==> src/rtl/fitness_eval.sv <==
// fitness_eval: sequential test harness for one evolved combinational circuit.
// It sweeps every input vector 0..2^IN_W-1 into the circuit and holds each one
// for SETTLE cycles. It then samples the circuit outputs and counts how many
// output bits agree with a target truth table. The final count goes to the GA
// controller as the fitness score.
//
// Optional build macro: FITNESS_ERR_MAP_EN adds the err_map output, which gives
// one bit per input vector, set when any output bit of that vector mismatched.
//
// Ports:
//   clk      in   single clock, rising edge
//   rst_n    in   synchronous active-low reset
//   start    in   request an evaluation (honoured only when idle)
//   target   in   expected truth table, entry v at [v*OUT_W +: OUT_W]
//   dut_in   out  registered drive to the evolved circuit's inputs
//   dut_out  in   evolved circuit's outputs (combinational)
//   busy     out  evaluation in progress, including the done cycle
//   done     out  one-cycle pulse when fitness/perfect are valid
//   fitness  out  matching-bit count of the last completed run
//   perfect  out  fitness equals the total number of truth-table bits
//   err_map  out  (FITNESS_ERR_MAP_EN only) per-vector mismatch flags
//
// state  | meaning
// -------+-----------------------------------------------------------
// IDLE   | waiting for start; outputs of the last run are held
// APPLY  | dut_in = vec, counting settle cycles
// SAMPLE | compare dut_out with the target entry for vec, accumulate
// DONE   | single-cycle done pulse; fitness/perfect already updated
`timescale 1ns/1ps

module fitness_eval #(
  parameter int IN_W   = 3,
  parameter int OUT_W  = 2,
  parameter int SETTLE = 1
) (
  input  logic                                      clk,
  input  logic                                      rst_n,
  input  logic                                      start,
  input  logic [OUT_W*(2**IN_W)-1:0]                target,
  output logic [IN_W-1:0]                           dut_in,
  input  logic [OUT_W-1:0]                          dut_out,
  output logic                                      busy,
  output logic                                      done,
  output logic [$clog2(OUT_W*(2**IN_W)+1)-1:0]      fitness,
  output logic                                      perfect
`ifdef FITNESS_ERR_MAP_EN
  ,
  output logic [(2**IN_W)-1:0]                      err_map
`endif
);

  localparam int NV    = 2**IN_W;
  localparam int TT_W  = OUT_W*NV;
  localparam int FIT_W = $clog2(TT_W+1);

  localparam logic [IN_W:0]      LAST_VEC  = (IN_W+1)'(NV-1);
  localparam logic [3:0]         SETTLE_TC = 4'(SETTLE-1);
  localparam logic [FIT_W-1:0]   FIT_MAX   = FIT_W'(TT_W);

  typedef enum logic [1:0] {
    S_IDLE   = 2'd0,
    S_APPLY  = 2'd1,
    S_SAMPLE = 2'd2,
    S_DONE   = 2'd3
  } state_t;

  state_t state, state_nxt;

  logic [TT_W-1:0]  tgt_q;
  // One bit wider than the vector index so the last-vector compare never wraps.
  logic [IN_W:0]    vec;
  logic [IN_W:0]    vec_nxt;
  logic [3:0]       settle_cnt;
  logic [FIT_W-1:0] acc;

  logic [OUT_W-1:0] cur_tgt;
  logic [OUT_W-1:0] mismatch;
  logic [OUT_W-1:0] match_bits;
  logic [FIT_W-1:0] match_cnt;
  logic [FIT_W-1:0] acc_sum;

  // State register
  always_ff @(posedge clk) begin
    if (!rst_n) state <= S_IDLE;
    else        state <= state_nxt;
  end

  // Next-state logic
  always_comb begin
    state_nxt = state;
    case (state)
      S_IDLE:   if (start) state_nxt = S_APPLY;
      S_APPLY:  if (settle_cnt == SETTLE_TC) state_nxt = S_SAMPLE;
      S_SAMPLE: state_nxt = (vec == LAST_VEC) ? S_DONE : S_APPLY;
      S_DONE:   state_nxt = S_IDLE;
      default:  state_nxt = S_IDLE;
    endcase
  end

  // Output logic
  always_comb begin
    busy = (state != S_IDLE);
    done = (state == S_DONE);
  end

  // Compare the current target entry against the circuit outputs.
  always_comb begin
    cur_tgt = '0;
    for (int v = 0; v < NV; v++) begin
      if (vec[IN_W-1:0] == IN_W'(v)) cur_tgt = tgt_q[v*OUT_W +: OUT_W];
    end
    mismatch   = dut_out ^ cur_tgt;
    match_bits = ~mismatch;
    match_cnt  = '0;
    for (int b = 0; b < OUT_W; b++) begin
      match_cnt = match_cnt + {{(FIT_W-1){1'b0}}, match_bits[b]};
    end
    acc_sum = acc + match_cnt;
    vec_nxt = vec + 1'b1;
  end

  // Datapath
  always_ff @(posedge clk) begin
    if (!rst_n) begin
      tgt_q      <= '0;
      vec        <= '0;
      settle_cnt <= '0;
      acc        <= '0;
      dut_in     <= '0;
      fitness    <= '0;
      perfect    <= 1'b0;
    end else begin
      case (state)
        S_IDLE: begin
          if (start) begin
            tgt_q      <= target;
            vec        <= '0;
            acc        <= '0;
            dut_in     <= '0;
            settle_cnt <= '0;
          end
        end
        S_APPLY: begin
          if (settle_cnt != SETTLE_TC) settle_cnt <= settle_cnt + 4'd1;
        end
        S_SAMPLE: begin
          acc <= acc_sum;
          if (vec == LAST_VEC) begin
            // Publish on the edge into DONE so the result is valid with done.
            fitness <= acc_sum;
            perfect <= (acc_sum == FIT_MAX);
          end else begin
            vec        <= vec_nxt;
            dut_in     <= vec_nxt[IN_W-1:0];
            settle_cnt <= '0;
          end
        end
        default: begin
        end
      endcase
    end
  end

`ifdef FITNESS_ERR_MAP_EN
  always_ff @(posedge clk) begin
    if (!rst_n) begin
      err_map <= '0;
    end else if (state == S_IDLE && start) begin
      err_map <= '0;
    end else if (state == S_SAMPLE) begin
      err_map[vec[IN_W-1:0]] <= |mismatch;
    end
  end
`else
  // Error map not built: per-vector mismatch flags are not retained.
`endif

endmodule

==> config.mk <==
export PLATFORM = sky130hd
export DESIGN_NAME = fitness_eval
export DESIGN_NICKNAME = d
export VERILOG_FILES = /design/src/rtl/fitness_eval.sv
export SDC_FILE = /design/constraint.sdc
export NUM_CORES = 1
export LEC_CHECK = 0
export CAP_MARGIN = 20
export CORE_ASPECT_RATIO = 0.6
export CORE_MARGIN = 10
export CORE_UTILIZATION = 45
export DETAILED_ROUTE_END_ITERATION = 8
export PLACE_DENSITY_LB_ADDON = 0.12
export SETUP_SLACK_MARGIN = 0.15
export SYNTH_ARGS = -nofsm -noshare
export SYNTH_HDL_FRONTEND = slang
export SYNTH_SLANG_ARGS = --single-unit
==> constraint.sdc <==
create_clock -name clk -period 8.05 [get_ports clk]
set_input_delay 0.805 -clock clk [delete_from_list [all_inputs] [get_ports clk]]
set_output_delay 0.805 -clock clk [all_outputs]
set_load 0.005 [all_outputs]
==> impl_metrics.ini <==
[min_path]
hold_path_class = reg -> reg

[floorplanning]
die-height_um = 71.0
die_w_um = 105
floorplan.die_area_sq_mm = 0.00744
start_util_pct = 47.0
fp-row-count = 18
core_sq_mm = 0.00414
boundaryPins = 32

[logic_synthesis]
synth-adder-area-share_pct = 6.81
synth_edf_count = 0
post-synth-top-count-cell = sky130_fd_sc_hd__nand2_1
syn_inst = 236
synth-compound-area-share_pct = 19.7
synth.cell_area_sq_mm = 0.00195
synth_seq_area_share_pct = 38.0
xor_xnor_portion_of_the_synthesized_cell_area_pct = 1.80
ys_ff_latch = 37
ys_dominant_reg_cell = sky130_fd_sc_hd__dfxtp_1
synth_simple_gate_area_share_pct = 25.5
postSynthNetCount = 267
synth_area_leaders = sky130_fd_sc_hd__dfxtp_1 38%, sky130_fd_sc_hd__nand2_1 7.9%, sky130_fd_sc_hd__a21oi_1 6.4%, sky130_fd_sc_hd__ha_1 5.8%, sky130_fd_sc_hd__nor2_1 3.1%
synth_top_family_by_area = simple AND/OR/NAND/NOR gates
synth.largest_area_cell = sky130_fd_sc_hd__dfxtp_1
synth_mux_area_share_pct = 1.61
yosysUniqueCellTypes = 49
netlist.area_leader.share_pct = 38.0
ys_async_sr_fraction_pct = 0
synth.yosys.warnings = 0
yosys-top-cells-count = 41 x sky130_fd_sc_hd__nand2_1, 37 x sky130_fd_sc_hd__dfxtp_1, 25 x sky130_fd_sc_hd__a21oi_1, 16 x sky130_fd_sc_hd__nor2_1, 9 x sky130_fd_sc_hd__ha_1
syn_area_per_cell_sq_um = 8.25

[critical_path]
register_to_register_setup_slack_ps = 4590
critical_path_peak_fanout = 8
setup.worst_path.class = reg -> reg
critPathCaptureType = flip-flop
critPathLaunchType = flip-flop
critPathArrivalTime_ps = 3690
critPathRequiredTime_ps = 8280

[routing]
routed_wl_um = 4570
postRouteAntennaNets = 0
route.vias.total = 1661
detail_route.drc_violations = 0
detailedRoute.firstPassIterationCount = 4
wl_cell_um = 14.2
drt_iter0_drc = 82
via_per_inst = 5.17

[cells_and_area]
num_antenna_cells = 0
num-nets-final = 291
post_route_cells_drive_above_1_share_pct = 8.05
layout-area-overhead-vs-synth_pct = 23.3
stdcell_area_sq_mm = 0.00240

[timing]
hold_viol = 0
worst_slew_pin_slew_ps = 664
setup_repair_after_global_routing_missed_its_margin = false
final_critical_path_setup_slack_ps = 4590
fin_setup_tns_ps = 0
timing.slew.headroom_pct = 54.6
timing.clock.skew_ps = 9.38
fmax_ghz = 0.289
timing.final.crit_period_ps = 3460
slew_violations = 0
period_share_pct = 43.0
report.final.setup_viol = 0

[pwr]
worst_ir_drop_vdd_mv = 0.140
power-per-cell-area_mw_per_mm2 = 181
total_leakage_power_nw = 0.854
design_power_total_mw = 0.434

[clocking]
clk_latency_ps = 290
cts_max_level = 2
post_cts_resized = 0
holdBufCountCts = 0
tritoncts.num_buffers = 5
max-clock-path-buffers = 2
clkTransAtPathRegs_ps = 80
number_of_clock_sinks_seen_by_cts = 37
cts_tree = done
clock-root-buffer = sky130_fd_sc_hd__clkbuf_8
cts.repair_timing.setup_buffer_count = 0

[placement]
detailed_place_hpwl_um = 3320
placed_area_sq_mm = 0.00224
place.gp.congestion = 0.797
pre_cts_slack_ps = 4600
io_buffer_count = 31

[status]
status = complete, no violations

[grt]
global_route_wire_length_before_repair_um = 7810
pin_count_of_the_biggest_net_entering_global_routing = 37
global_route.overflow_total = 0
grt_antenna_before_repair = 0
first_global_vias = 1612
track_usage_pct = 12.5

[job]
max_cap_violations = 0
## critical path, stage by stage, from the launching register on
cell and delay [ps]:
sky130_fd_sc_hd__dfxtp_1 480, sky130_fd_sc_hd__inv_1 110, sky130_fd_sc_hd__ha_1 310, sky130_fd_sc_hd__nor2b_1 180
sky130_fd_sc_hd__a2111oi_0 620, sky130_fd_sc_hd__o2111a_1 250, sky130_fd_sc_hd__nor3_1 70, sky130_fd_sc_hd__fa_1 420
sky130_fd_sc_hd__inv_1 70, sky130_fd_sc_hd__ha_1 200, sky130_fd_sc_hd__nand3_1 110, sky130_fd_sc_hd__xnor2_1 260
sky130_fd_sc_hd__nand4_1 130, sky130_fd_sc_hd__a21oi_1 170
## registers in the layout, indices dropped and copies added, names as in the netlist
register / count
dut_in: 2
acc: 5
vec: 2
tgt_q: 16
perfect: 1
fitness: 5
state: 2
settle_cnt: 4
## worst paths after layout
kind | start | endpoint | cells past startpoint
hold / removal | tgt_q[11]$_SDFFE_PN0P_ | tgt_q[11]$_SDFFE_PN0P_ | 2
setup / recovery | dut_in[0]$_SDFFE_PN0P_ | perfect$_SDFFE_PN0P_ | 13
setup reg to reg | dut_in[0]$_SDFFE_PN0P_ | perfect$_SDFFE_PN0P_ | 13
hold reg to reg | tgt_q[11]$_SDFFE_PN0P_ | tgt_q[11]$_SDFFE_PN0P_ | 2
## through the flow
stage | std cells | hold slack, ps | util [%]
after global placement | 312 | 447 | 54.0
after CTS | 320 | 462 | 57.2
after floorplan | 236 | 431 | -
after detailed placement | 312 | 450 | 54.0
final | 321 | 462 | 57.9
after global routing | 321 | 485 | 57.9
## cells by family after synthesis
family,Yosys count
AOI/OAI and AO/OA,57
xor gates and xnor gates,4
adders and majority gates,10
buffers and inverters,24
DFF,37
muxes,3
and+or+nand+nor,101
## cells in the final DEF, fill, tap and decap left out, types with 3 or more instances in the layout
cell / instances
sky130_fd_sc_hd__a21oi_1: 25
sky130_fd_sc_hd__a22oi_1: 3
sky130_fd_sc_hd__a2bb2oi_1: 3
sky130_fd_sc_hd__clkbuf_8: 5
sky130_fd_sc_hd__clkdlybuf4s50_1: 31
sky130_fd_sc_hd__dfxtp_1: 37
sky130_fd_sc_hd__ha_1: 9
sky130_fd_sc_hd__inv_1: 8
sky130_fd_sc_hd__nand2_1: 41
sky130_fd_sc_hd__nand2b_1: 4
sky130_fd_sc_hd__nand3_1: 8
sky130_fd_sc_hd__nand3b_1: 4
sky130_fd_sc_hd__nor2_1: 16
sky130_fd_sc_hd__nor2b_1: 4
sky130_fd_sc_hd__nor3_1: 5
sky130_fd_sc_hd__o21ai_0: 7
sky130_fd_sc_hd__xnor2_1: 3
## per-layer routing
| layer | global-route usage [%] | vias to the layer above | wire length [um] |
|---|---|---|---|
| li1 | - | 862 | - |
| met1 | 17.3 | 748 | 2420 |
| met2 | 17.5 | 44 | 1820 |
| met3 | 4.43 | 7 | 278 |
| met4 | 3.79 | 0 | 49 |
| met5 | 0 | - | 0 |
## layout make-up
cell class / count / area [sq um]
Clock inverter: 3 / 65.1
Tap cell: 60 / 75.1
Clock buffer: 5 / 68.8
Multi-Input combinational cell: 175 / 1080
Inverter: 9 / 33.8
Sequential cell: 37 / 741
Timing Repair Buffer: 32 / 338
Fill cell: 407 / 1740
## report_power, final
group / internal [mW] / switching (mW)
Combinational: 0.0238 / 0.0236
Sequential: 0.189 / 0.00528
Clock: 0.123 / 0.0685
No activity file was read; power rests on OpenSTA's default activity.
